<file path="src/rtl/regfile_wr_arbiter_if.sv">
// Requester-side bundle for the register-bank write arbiter.
// Three requesters share one set of packed valid/addr/data lines; the
// arbiter answers with a one-hot ready vector.
interface regfile_wr_arbiter_if;
  logic [2:0]  req_valid;
  logic [14:0] req_addr;
  logic [95:0] req_data;
  logic [2:0]  req_ready;

  // writeback sources drive requests and observe the grant
  modport master (
    output req_valid,
    output req_addr,
    output req_data,
    input  req_ready
  );

  // the arbiter consumes requests and drives the grant
  modport slave (
    input  req_valid,
    input  req_addr,
    input  req_data,
    output req_ready
  );
endinterface

</file>
<file path="src/rtl/regfile_wr_arbiter.sv">
// Write-port controller for the 32x32 register bank.
// After reset it sweeps every register (INIT_ADDR gets INIT_VAL, the rest 0),
// then shares the bank's single write port among three requesters using
// round-robin arbitration over a valid/ready handshake. The bank's own reset
// is tied off, so this sweep is what gives the registers known contents.
module regfile_wr_arbiter #(
  parameter logic [4:0]  INIT_ADDR = 5'd5,
  parameter logic [31:0] INIT_VAL  = 32'h000FFFAF
) (
  input  logic                  CLK,
  input  logic                  reset,
  input  logic                  hold,
  regfile_wr_arbiter_if.slave   req,
  output logic                  WE3,
  output logic [4:0]            A3,
  output logic [31:0]           WD3,
  output logic                  init_done
);

  typedef enum logic [0:0] {
    ST_INIT = 1'b0,
    ST_RUN  = 1'b1
  } state_t;

  state_t      state_r;
  state_t      state_s;
  logic [4:0]  cnt_r;
  logic [4:0]  cnt_s;
  logic [1:0]  ptr_r;
  logic [1:0]  ptr_s;
  logic        we_r;
  logic        we_s;
  logic [4:0]  a3_r;
  logic [4:0]  a3_s;
  logic [31:0] wd3_r;
  logic [31:0] wd3_s;
  logic        done_r;
  logic        done_s;

  logic [2:0]  grant_s;
  logic [1:0]  gidx_s;

  // Round-robin pick: first valid requester searching ptr, ptr+1, ptr+2 (mod 3).
  // A pointer value of 3 never occurs; it falls back to the ptr=0 order.
  function automatic logic [2:0] rr_grant(input logic [2:0] v, input logic [1:0] p);
    logic [2:0] g;
    case (p)
      2'd1: begin
        if (v[1])      g = 3'b010;
        else if (v[2]) g = 3'b100;
        else if (v[0]) g = 3'b001;
        else           g = 3'b000;
      end
      2'd2: begin
        if (v[2])      g = 3'b100;
        else if (v[0]) g = 3'b001;
        else if (v[1]) g = 3'b010;
        else           g = 3'b000;
      end
      default: begin
        if (v[0])      g = 3'b001;
        else if (v[1]) g = 3'b010;
        else if (v[2]) g = 3'b100;
        else           g = 3'b000;
      end
    endcase
    return g;
  endfunction

  // One-hot grant to requester index.
  function automatic logic [1:0] onehot_idx(input logic [2:0] g);
    logic [1:0] i;
    case (g)
      3'b010:  i = 2'd1;
      3'b100:  i = 2'd2;
      default: i = 2'd0;
    endcase
    return i;
  endfunction

  // Pointer moves to the requester after the one just served.
  function automatic logic [1:0] ptr_after(input logic [1:0] i);
    logic [1:0] n;
    case (i)
      2'd0:    n = 2'd1;
      2'd1:    n = 2'd2;
      default: n = 2'd0;
    endcase
    return n;
  endfunction

  // Address lane of the selected requester.
  function automatic logic [4:0] sel_addr(input logic [14:0] a, input logic [1:0] i);
    logic [4:0] r;
    case (i)
      2'd1:    r = a[9:5];
      2'd2:    r = a[14:10];
      default: r = a[4:0];
    endcase
    return r;
  endfunction

  // Data lane of the selected requester.
  function automatic logic [31:0] sel_data(input logic [95:0] d, input logic [1:0] i);
    logic [31:0] r;
    case (i)
      2'd1:    r = d[63:32];
      2'd2:    r = d[95:64];
      default: r = d[31:0];
    endcase
    return r;
  endfunction

  // Grant decode: only in RUN and not stalled; never looks at addr/data.
  always_comb begin
    grant_s = 3'b000;
    if ((state_r == ST_RUN) && !hold) begin
      grant_s = rr_grant(req.req_valid, ptr_r);
    end else begin
      grant_s = 3'b000;
    end
  end

  assign gidx_s        = onehot_idx(grant_s);
  assign req.req_ready = grant_s;

  // Next-state and next-output logic for the INIT sweep and RUN arbitration.
  always_comb begin
    state_s = state_r;
    cnt_s   = cnt_r;
    ptr_s   = ptr_r;
    we_s    = 1'b0;
    a3_s    = a3_r;
    wd3_s   = wd3_r;
    done_s  = done_r;
    case (state_r)
      ST_INIT: begin
        we_s  = 1'b1;
        a3_s  = cnt_r;
        wd3_s = (cnt_r == INIT_ADDR) ? INIT_VAL : 32'h0000_0000;
        cnt_s = cnt_r + 5'd1;
        if (cnt_r == 5'd31) begin
          state_s = ST_RUN;
          done_s  = 1'b1;
        end else begin
          state_s = ST_INIT;
        end
      end
      ST_RUN: begin
        if (grant_s != 3'b000) begin
          we_s  = 1'b1;
          a3_s  = sel_addr(req.req_addr, gidx_s);
          wd3_s = sel_data(req.req_data, gidx_s);
          ptr_s = ptr_after(gidx_s);
        end else begin
          we_s  = 1'b0;
        end
      end
      default: begin
        state_s = ST_INIT;
        cnt_s   = 5'd0;
        ptr_s   = 2'd0;
        we_s    = 1'b0;
        done_s  = 1'b0;
      end
    endcase
  end

  // State, counters and registered bank-side outputs.
  always_ff @(posedge CLK or negedge reset) begin
    if (!reset) begin
      state_r <= ST_INIT;
      cnt_r   <= 5'd0;
      ptr_r   <= 2'd0;
      we_r    <= 1'b0;
      a3_r    <= 5'd0;
      wd3_r   <= 32'h0000_0000;
      done_r  <= 1'b0;
    end else begin
      state_r <= state_s;
      cnt_r   <= cnt_s;
      ptr_r   <= ptr_s;
      we_r    <= we_s;
      a3_r    <= a3_s;
      wd3_r   <= wd3_s;
      done_r  <= done_s;
    end
  end

  assign WE3       = we_r;
  assign A3        = a3_r;
  assign WD3       = wd3_r;
  assign init_done = done_r;

endmodule

</file>
<file path="src/flat_wrapper.sv">
// flat-port wrapper written by rule: the top's interface ports become plain ports
module regfile_wr_arbiter_flat 
#(
  parameter logic [4:0]  INIT_ADDR = 5'd5,
  parameter logic [31:0] INIT_VAL  = 32'h000FFFAF
)
  (CLK, reset, hold, WE3, A3, WD3, init_done, req_req_valid, req_req_addr, req_req_data, req_req_ready);
  regfile_wr_arbiter_if req_i ();
  input  logic CLK;
  input  logic reset;
  input  logic hold;
  output logic WE3;
  output logic [4:0] A3;
  output logic [31:0] WD3;
  output logic init_done;
  input wire logic [$bits(req_i.req_valid)-1:0] req_req_valid;
  input wire logic [$bits(req_i.req_addr)-1:0] req_req_addr;
  input wire logic [$bits(req_i.req_data)-1:0] req_req_data;
  output wire logic [$bits(req_i.req_ready)-1:0] req_req_ready;
  assign req_i.req_valid = req_req_valid;
  assign req_i.req_addr = req_req_addr;
  assign req_i.req_data = req_req_data;
  assign req_req_ready = req_i.req_ready;
  regfile_wr_arbiter #(.INIT_ADDR(INIT_ADDR), .INIT_VAL(INIT_VAL)) u_core (.CLK(CLK), .reset(reset), .hold(hold), .req(req_i), .WE3(WE3), .A3(A3), .WD3(WD3), .init_done(init_done));
endmodule
</file>
<file path="config.mk">
export PLATFORM = sky130hd
export DESIGN_NAME = regfile_wr_arbiter_flat
export DESIGN_NICKNAME = d
export VERILOG_FILES = /design/src/rtl/regfile_wr_arbiter_if.sv /design/src/rtl/regfile_wr_arbiter.sv /design/src/flat_wrapper.sv
export SDC_FILE = /design/constraint.sdc
export NUM_CORES = 1
export LEC_CHECK = 0
export CAP_MARGIN = 20
export CORE_UTILIZATION = 34
export DETAILED_ROUTE_END_ITERATION = 12
export PLACE_DENSITY = 0.83
export SYNTH_ARGS = -nofsm -noshare
export SYNTH_HDL_FRONTEND = slang
export SYNTH_SLANG_ARGS = --single-unit
</file>
<file path="constraint.sdc">
create_clock -name CLK -period 2.3 [get_ports CLK]
set_clock_uncertainty 0.1 [all_clocks]
set_input_delay 0.345 -clock CLK [delete_from_list [all_inputs] [get_ports CLK]]
set_output_delay 0.345 -clock CLK [all_outputs]
set_load 0.05 [all_outputs]
</file>
==> results of run 1 <==
[how the worst max path moves through the flow]
| stage | start | end | slack, ns | cells after the start |
|---|---|---|---|---|
| floorplan | u_core.ptr_r[0]$_DFFE_PN0P_ | u_core.WD3[10]$_DFFE_PN0P_ | -0.09 | 10 |
| global placement | req_req_valid[2] | u_core.WD3[10]$_DFFE_PN0P_ | -0.22 | 9 |
| detailed placement | req_req_valid[2] | u_core.WD3[2]$_DFFE_PN0P_ | -0.32 | 9 |
| CTS | u_core.ptr_r[0]$_DFFE_PN0P_ | req_req_ready[1] | -0.12 | 8 |
| global route | u_core.ptr_r[0]$_DFFE_PN0P_ | u_core.WD3[17]$_DFFE_PN0P_ | -0.26 | 10 |
| finish | u_core.ptr_r[0]$_DFFE_PN0P_ | u_core.WD3[17]$_DFFE_PN0P_ | -0.17 | 10 |
[flip-flops by register name (all words and copies together) (netlist names)]
name / flops
u_core.WD3: 32
u_core.A3: 5
u_core.cnt_r: 5
u_core.ptr_r: 2
u_core.WE3: 1
u_core.init_done: 1
u_core.state_r: 1
[power by group]
group	total (W)	internal [W]	switching [W]
logic	0.00436	0.00187	0.00248
registers	0.00138	0.00118	0.000196
clock network	0.000460	0.000203	0.000257
total	0.00620	0.00326	0.00294
[cells in the final DEF (no fill, tap or decap), types with 5 or more instances in the layout]
cell,synthesis,routed
o21ai_0,22,21
dfrtp_1,47,47
nand2_2,2,10
a31oi_1,5,5
o22ai_1,16,16
clkdlybuf4s50_1,0,154
nor2_1,26,24
mux2i_1,33,31
buf_4,1,21
nand2_1,38,30
nand3b_1,5,5
inv_1,7,6
a311oi_2,0,12
buf_12,0,10
clkbuf_8,0,5
[what timing repair did]
action                     CTS  global route
cloned                       0             1
pin swaps                    3            11
buffers inserted             0             5
setup endpoints to repair   22            22
hold buffers                 1             0
hold endpoints to repair    21             0
resized for setup           12            26
[final cells by class]
type,instances,area share
inverters,9,0.00791
clock buffers,6,0.0148
well taps,99,0.0253
flip-flops and latches,47,0.240
repair buffers,190,0.400
multi-input cells,202,0.312
[metal layers]
metal,vias to the layer above,track usage,wire length (µm)
li1,1358,-,-
met1,1351,0.249,3650
met2,128,0.396,4760
met3,7,0.0446,624
met4,0,0.0430,59
met5,-,0,0
[worst reg2reg max path: stages (launching register included)]
cell and delay [ns]:
dfrtp_1 0.40, inv_2 0.07, ha_4 0.13, or3b_4 0.39
a311oi_4 0.26, nand2_2 0.13, clkinv_4 0.08, mux2i_4 0.30
clkbuf_16 0.20, nand2_1 0.08, a311oi_2 0.23
[cells by family (layout without fill, tap and decap cells)]
kind of cell	Yosys count	after routing
flip-flops	47	47
adder cells (fa/ha/maj)	5	5
multiplexers	35	35
XOR/XNOR	3	3
buffers and inverters	26	205
AND/OR/NAND/NOR	85	85
AO/OA/AOI/OAI	74	74
[per-stage QoR]
stage / std cells / setup WS, ns / instance area [µm²] / hold slack (ns)
2_1_floorplan: 275 / -0.0921 / 2680 / -0.0506
3_3_place_gp: 540 / -0.217 / 4590 / 0.254
3_5_place_dp: 540 / -0.325 / 4590 / 0.254
4_1_cts: 547 / -0.121 / 4740 / 0.384
5_1_grt: 553 / -0.256 / 4900 / 0.403
6_report: 553 / -0.170 / 4900 / 0.372
==> impl_metrics.ini, run 1 <==
[sta]
grt_setup_unrepaired = true
final_hold_viol_count = 0
timing.setup.tns_ns = -1.46
setup_slack_ns = -0.170
finalSetupViolations = 15
slew_violations = 0
layout_min_cycle_time_ns = 2.47
min_period_over_period = 1.07
relSlewSlack = 0.639
fmax_mhz = 405
tightest_slew_ns = 0.542

[pwr]
p_total_w = 0.00620
leakagePower_nw = 2.07
power_density_nw_per_um2 = 1260
peakVddDrop_uv = 679

[clock_network]
cts_tree = built
clkSinkCount = 47
cts_buffers = 5
path_clk_slew_ns = 0.08
cts_max_path_buffers = 2
cts_root_buffer = clkbuf_8
clock_latency_ns = 0.28
cts_max_level = 2

[logic_synthesis]
synth_edf_count = 0
synth.most_common_cell = dfrtp_1
synth-seq-cells = 47
synth_xor_area_frac = 0.00991
synth_top_family_by_area = compound AO/OA/AOI/OAI gates
synth_cell_types = 42
synth_top_area_share = 0.444
syn_avg_cell_area_um2 = 9.64
synth_compound_area_frac = 0.200
seq_area_frac_synth = 0.444
synth_ff_type = dfrtp_1
synthesis.area_um2 = 2650
yosysWarnings = 0
synthCells = 275
yosys-top-cells-area = dfrtp_1, mux2i_1, nand2_1
synthMuxAreaShare = 0.133
synth.largest_area_cell = dfrtp_1
async_flop_share = 1.00
syn-num-nets = 397
synthSimpleGateAreaFrac = 0.145
yosys-top-cells-count = dfrtp_1, nand2_1, mux2i_1, nor2_1, o21ai_0
synthAdderAreaFrac = 0.0236

[critical_path]
r2r_cells = 10
critPathMaxFanout = 6
r2r_slack_ns = -0.17
critPathLaunchType = flop
critical_path_class = reg2reg
cp_top_family = simple AND/OR/NAND/NOR gates
critPathMaxStageDelay_ns = 0.40
critPathSlowestCell = dfrtp_1
rr_endpoint = u_core.WD3[17]$_DFFE_PN0P_
cp-end-kind = flop
required_ns = 2.39
worstReg2RegStart = u_core.ptr_r[0]$_DFFE_PN0P_
path_buf_inv = 3
cp.arrival_ns = 2.56
crit_chain = inv_2 > ha_4 > or3b_4 > a311oi_4 > nand2_2 > clkinv_4 > mux2i_4 > clkbuf_16 > nand2_1 > a311oi_2

[floorplan]
die_area_um2 = 8150
die_h_um = 90.3
die_width_um = 90.3
core_um2 = 7410
top_level_ports = 159
rows = 31
initial_utilization = 0.358

[finish]
nNetsFinal = 577
multi_input_area_um2 = 1530
areaGrowthSynthToFinish_pct = 84.9
fillers = 583
drive_gt1_frac = 0.185
postLayoutCoreUtil = 0.662
seqCellArea_um2 = 1180
diodes = 0

[placed_design]
port_buffers = 158
dpl.hpwl_um = 6550
gp_congestion = 0.825

[routing]
vias_per_cell = 5.14
ant_nets = 0
drtIter0Drc = 78
drc = 0
vias = 2844
firstDrtPassIters = 4
wire_per_inst_um = 16.4
routed_wl_um = 9090

[min_path]
hold_path_end = u_core.init_done$_DFFE_PN0P_
hold_start = u_core.init_done$_DFFE_PN0P_
min_delay_path_depth = 1
hold_path_class = reg2reg

[global_routing]
grt_pass1_wl_um = 14000
grt_pass1_vias = 2921
grtUsageTotal = 0.212
antenna_found_initial = 0
grt_max_degree = 27
overflow = 0

[status]
outcome = finished, violations left
violations = setup timing

[job]
maxCapViolCount = 0
Power figures use the tool's default switching activity.
==> run 2: changes to the inputs <==
Settings changed: CAP_MARGIN 20 to default.
==> results of run 2 <==
No change in the layout: final DEF, timing and power equal those of run 1.
==> patch: new RTL, flow settings as in run 2 <==
Reset style: synchronous (`reset`), changed in one clocked block.
--- a/src/rtl/regfile_wr_arbiter.sv
+++ b/src/rtl/regfile_wr_arbiter.sv
@@ -167,7 +167,7 @@
   end
 
   // State, counters and registered bank-side outputs.
-  always_ff @(posedge CLK or negedge reset) begin
+  always_ff @(posedge CLK) begin
     if (!reset) begin
       state_r <= ST_INIT;
       cnt_r   <= 5'd0;
Check against the original RTL: differs if reset is asserted again (counterexample within 4 cycles, from zero or initial values and one cycle with reset low); with reset held inactive, the same outputs for 10 cycles.
==> patch against run 2 <==
  * Sequential share of layout area decreased by 4.6 points
  * Worst setup slack improved by 0.047 ns
  * Core utilization increased by 4.2 points
  * Area after synthesis decreased by 6.3%
  * Critical endpoint is now req_req_ready[1]
  * Cell area decreased by 0.84%
  * The flow still finishes with violations (setup timing)
  * Wire length increased by 2.8%
  * Sequential cell count unchanged
Power is left out: it rests on default switching activity, and per cell area and clock period it moved more than threefold.
==> patch: results (changes against run 2) <==
status=complete, but fails checks; failing checks=setup timing; non-filler instance count after layout=554 (+0.18%); asr flop ratio synth=0 (-1.00); DP Area=4460 um^2 (-3.0%); largest net degree at the start of global routing=22 (-19%); first-pass GRT wire length=14.0 mm (-0.19%); post-synthesis xor/xnor area fraction=0.0106 (+0.000669); Critical Path Fanout Max=5 (-1); synth unique cells=48 (+14%); fraction of layout cells with a size suffix above 1=0.245 (+0.0595); Worst path max stage delay=0.52 ns (+0.12 ns); Compound-Gate Fraction of Synth Area=0.351 (+0.151); sequential fraction of the synthesis area=0.379 (-0.0648); GPL Wtd Cong=0.881 (+6.8%); fin nets=579 (+0.35%); Global Route Usage Sum=0.236 (+0.0237); Layout fillers=533 (-8.6%); Antenna diodes=0 (unchanged); CTS max path bufs=2 (unchanged); dominant synthesized flop cell=dfxtp_1; wire per inst=16.9 um (+2.6%); Slowest-stage cell, CP=clkdlybuf4s50_1; most common library cells after synthesis=dfxtp_1, nor2_1, a221oi_1; post-synthesis adder-cell area fraction=0.0252 (+0.00159); endpoints failing setup=36 (+21); sum of negative setup slack=-2.51 ns (-1.04 ns); dpl hpwl=6.83 mm (+4.4%); Initial DRC Count=96 (+23%); number of global-route vias before repair=2,954 (+1.1%); Synth area leaders=dfxtp_1, a221oi_1, a221oi_2; WP data arrival=1.98 ns (-0.58 ns); Synth warnings=0 (unchanged); Rel. slew slack=0.637 (-0.00154); Syn Nets=389 (-2.0%); Via density=5.38 (+4.5%); Worst Setup Slack, final=-0.123 ns (+0.0473 ns); Inst Count DP=534 (-1.1%); post-synthesis mux area share=0.00806 (-0.125); Mapped Cells=267 (-2.9%)
patch: cell types whose count changed after synthesis, moves of 13 or more:
| cell | delta |
|---|---|
| o21ai_0 | -16 |
| a221oi_1 | +23 |
| a211oi_1 | +18 |
| mux2i_1 | -31 |
| and3_1 | +14 |
| o22ai_1 | -16 |
| dfxtp_1 | +47 |
| a311oi_1 | -13 |
| o2bb2ai_1 | +13 |
| a221oi_2 | +13 |
| dfrtp_1 | -47 |
| nand2_1 | -18 |
patch: layer usage:
| layer | global-route usage | vias to the layer above | routed length (um) |
|---|---|---|---|
| met1 | 0.277 | 1425 | 4000 |
| met5 | 0 | - | 0 |
| li1 | - | 1414 | - |
| met3 | 0.0493 | 22 | 571 |
| met4 | 0.0894 | 0 | 201 |
| met2 | 0.419 | 117 | 4570 |
patch: worst max-delay path: cells and delay by family:
kind | cells | cell delay (ns)
compound gates | 1 | 0.34
simple gates | 1 | 0.39
buf+inv | 4 | 0.90
patch: worst paths after layout:
check	startpoint	to	slack (ns)	cells past startpoint
hold reg to reg	u_core.WD3[21]	u_core.WD3[21]	0.37	1
hold / removal	u_core.WD3[21]	u_core.WD3[21]	0.37	1
setup reg to reg	u_core.ptr_r[0]	u_core.WD3[30]	-0.10	10
setup / recovery	req_req_valid[0]	req_req_ready[1]	-0.12	6
patch: kinds of logic (layout without fill, tap and decap cells):
logic type                 after synthesis  in the layout
xor gates and xnor gates                 3              3
AOI/OAI and AO/OA                       98             98
and+or+nand+nor                         82             82
DFF                                     47             47
adders and majority gates                5              5
buffers and inverters                   30            221
muxes                                    2              2
patch: repair_timing:
item	4_1_cts	5_1_grt
endpoints found under the setup margin	39	40
gates cloned	0	1
gates resized for setup	27	15
buffers inserted	6	5
pin swaps	4	4
patch: metrics by stage:
stage	util	setup WS, ns
3_5_place_dp	0.645	-0.468
2_1_floorplan	-	-0.00702
6_report	0.704	-0.123
3_3_place_gp	0.645	-0.352
4_1_cts	0.688	-0.102
5_1_grt	0.704	-0.211
patch: layout make-up:
type,instances,area share
Timing Repair Buffer,205,0.430
Tap cell,96,0.0247
Inverter,8,0.00669
Clock inverter,1,0.00154
Clock buffer,7,0.0198
Sequential cell,47,0.194
Multi-Input combinational cell,190,0.323
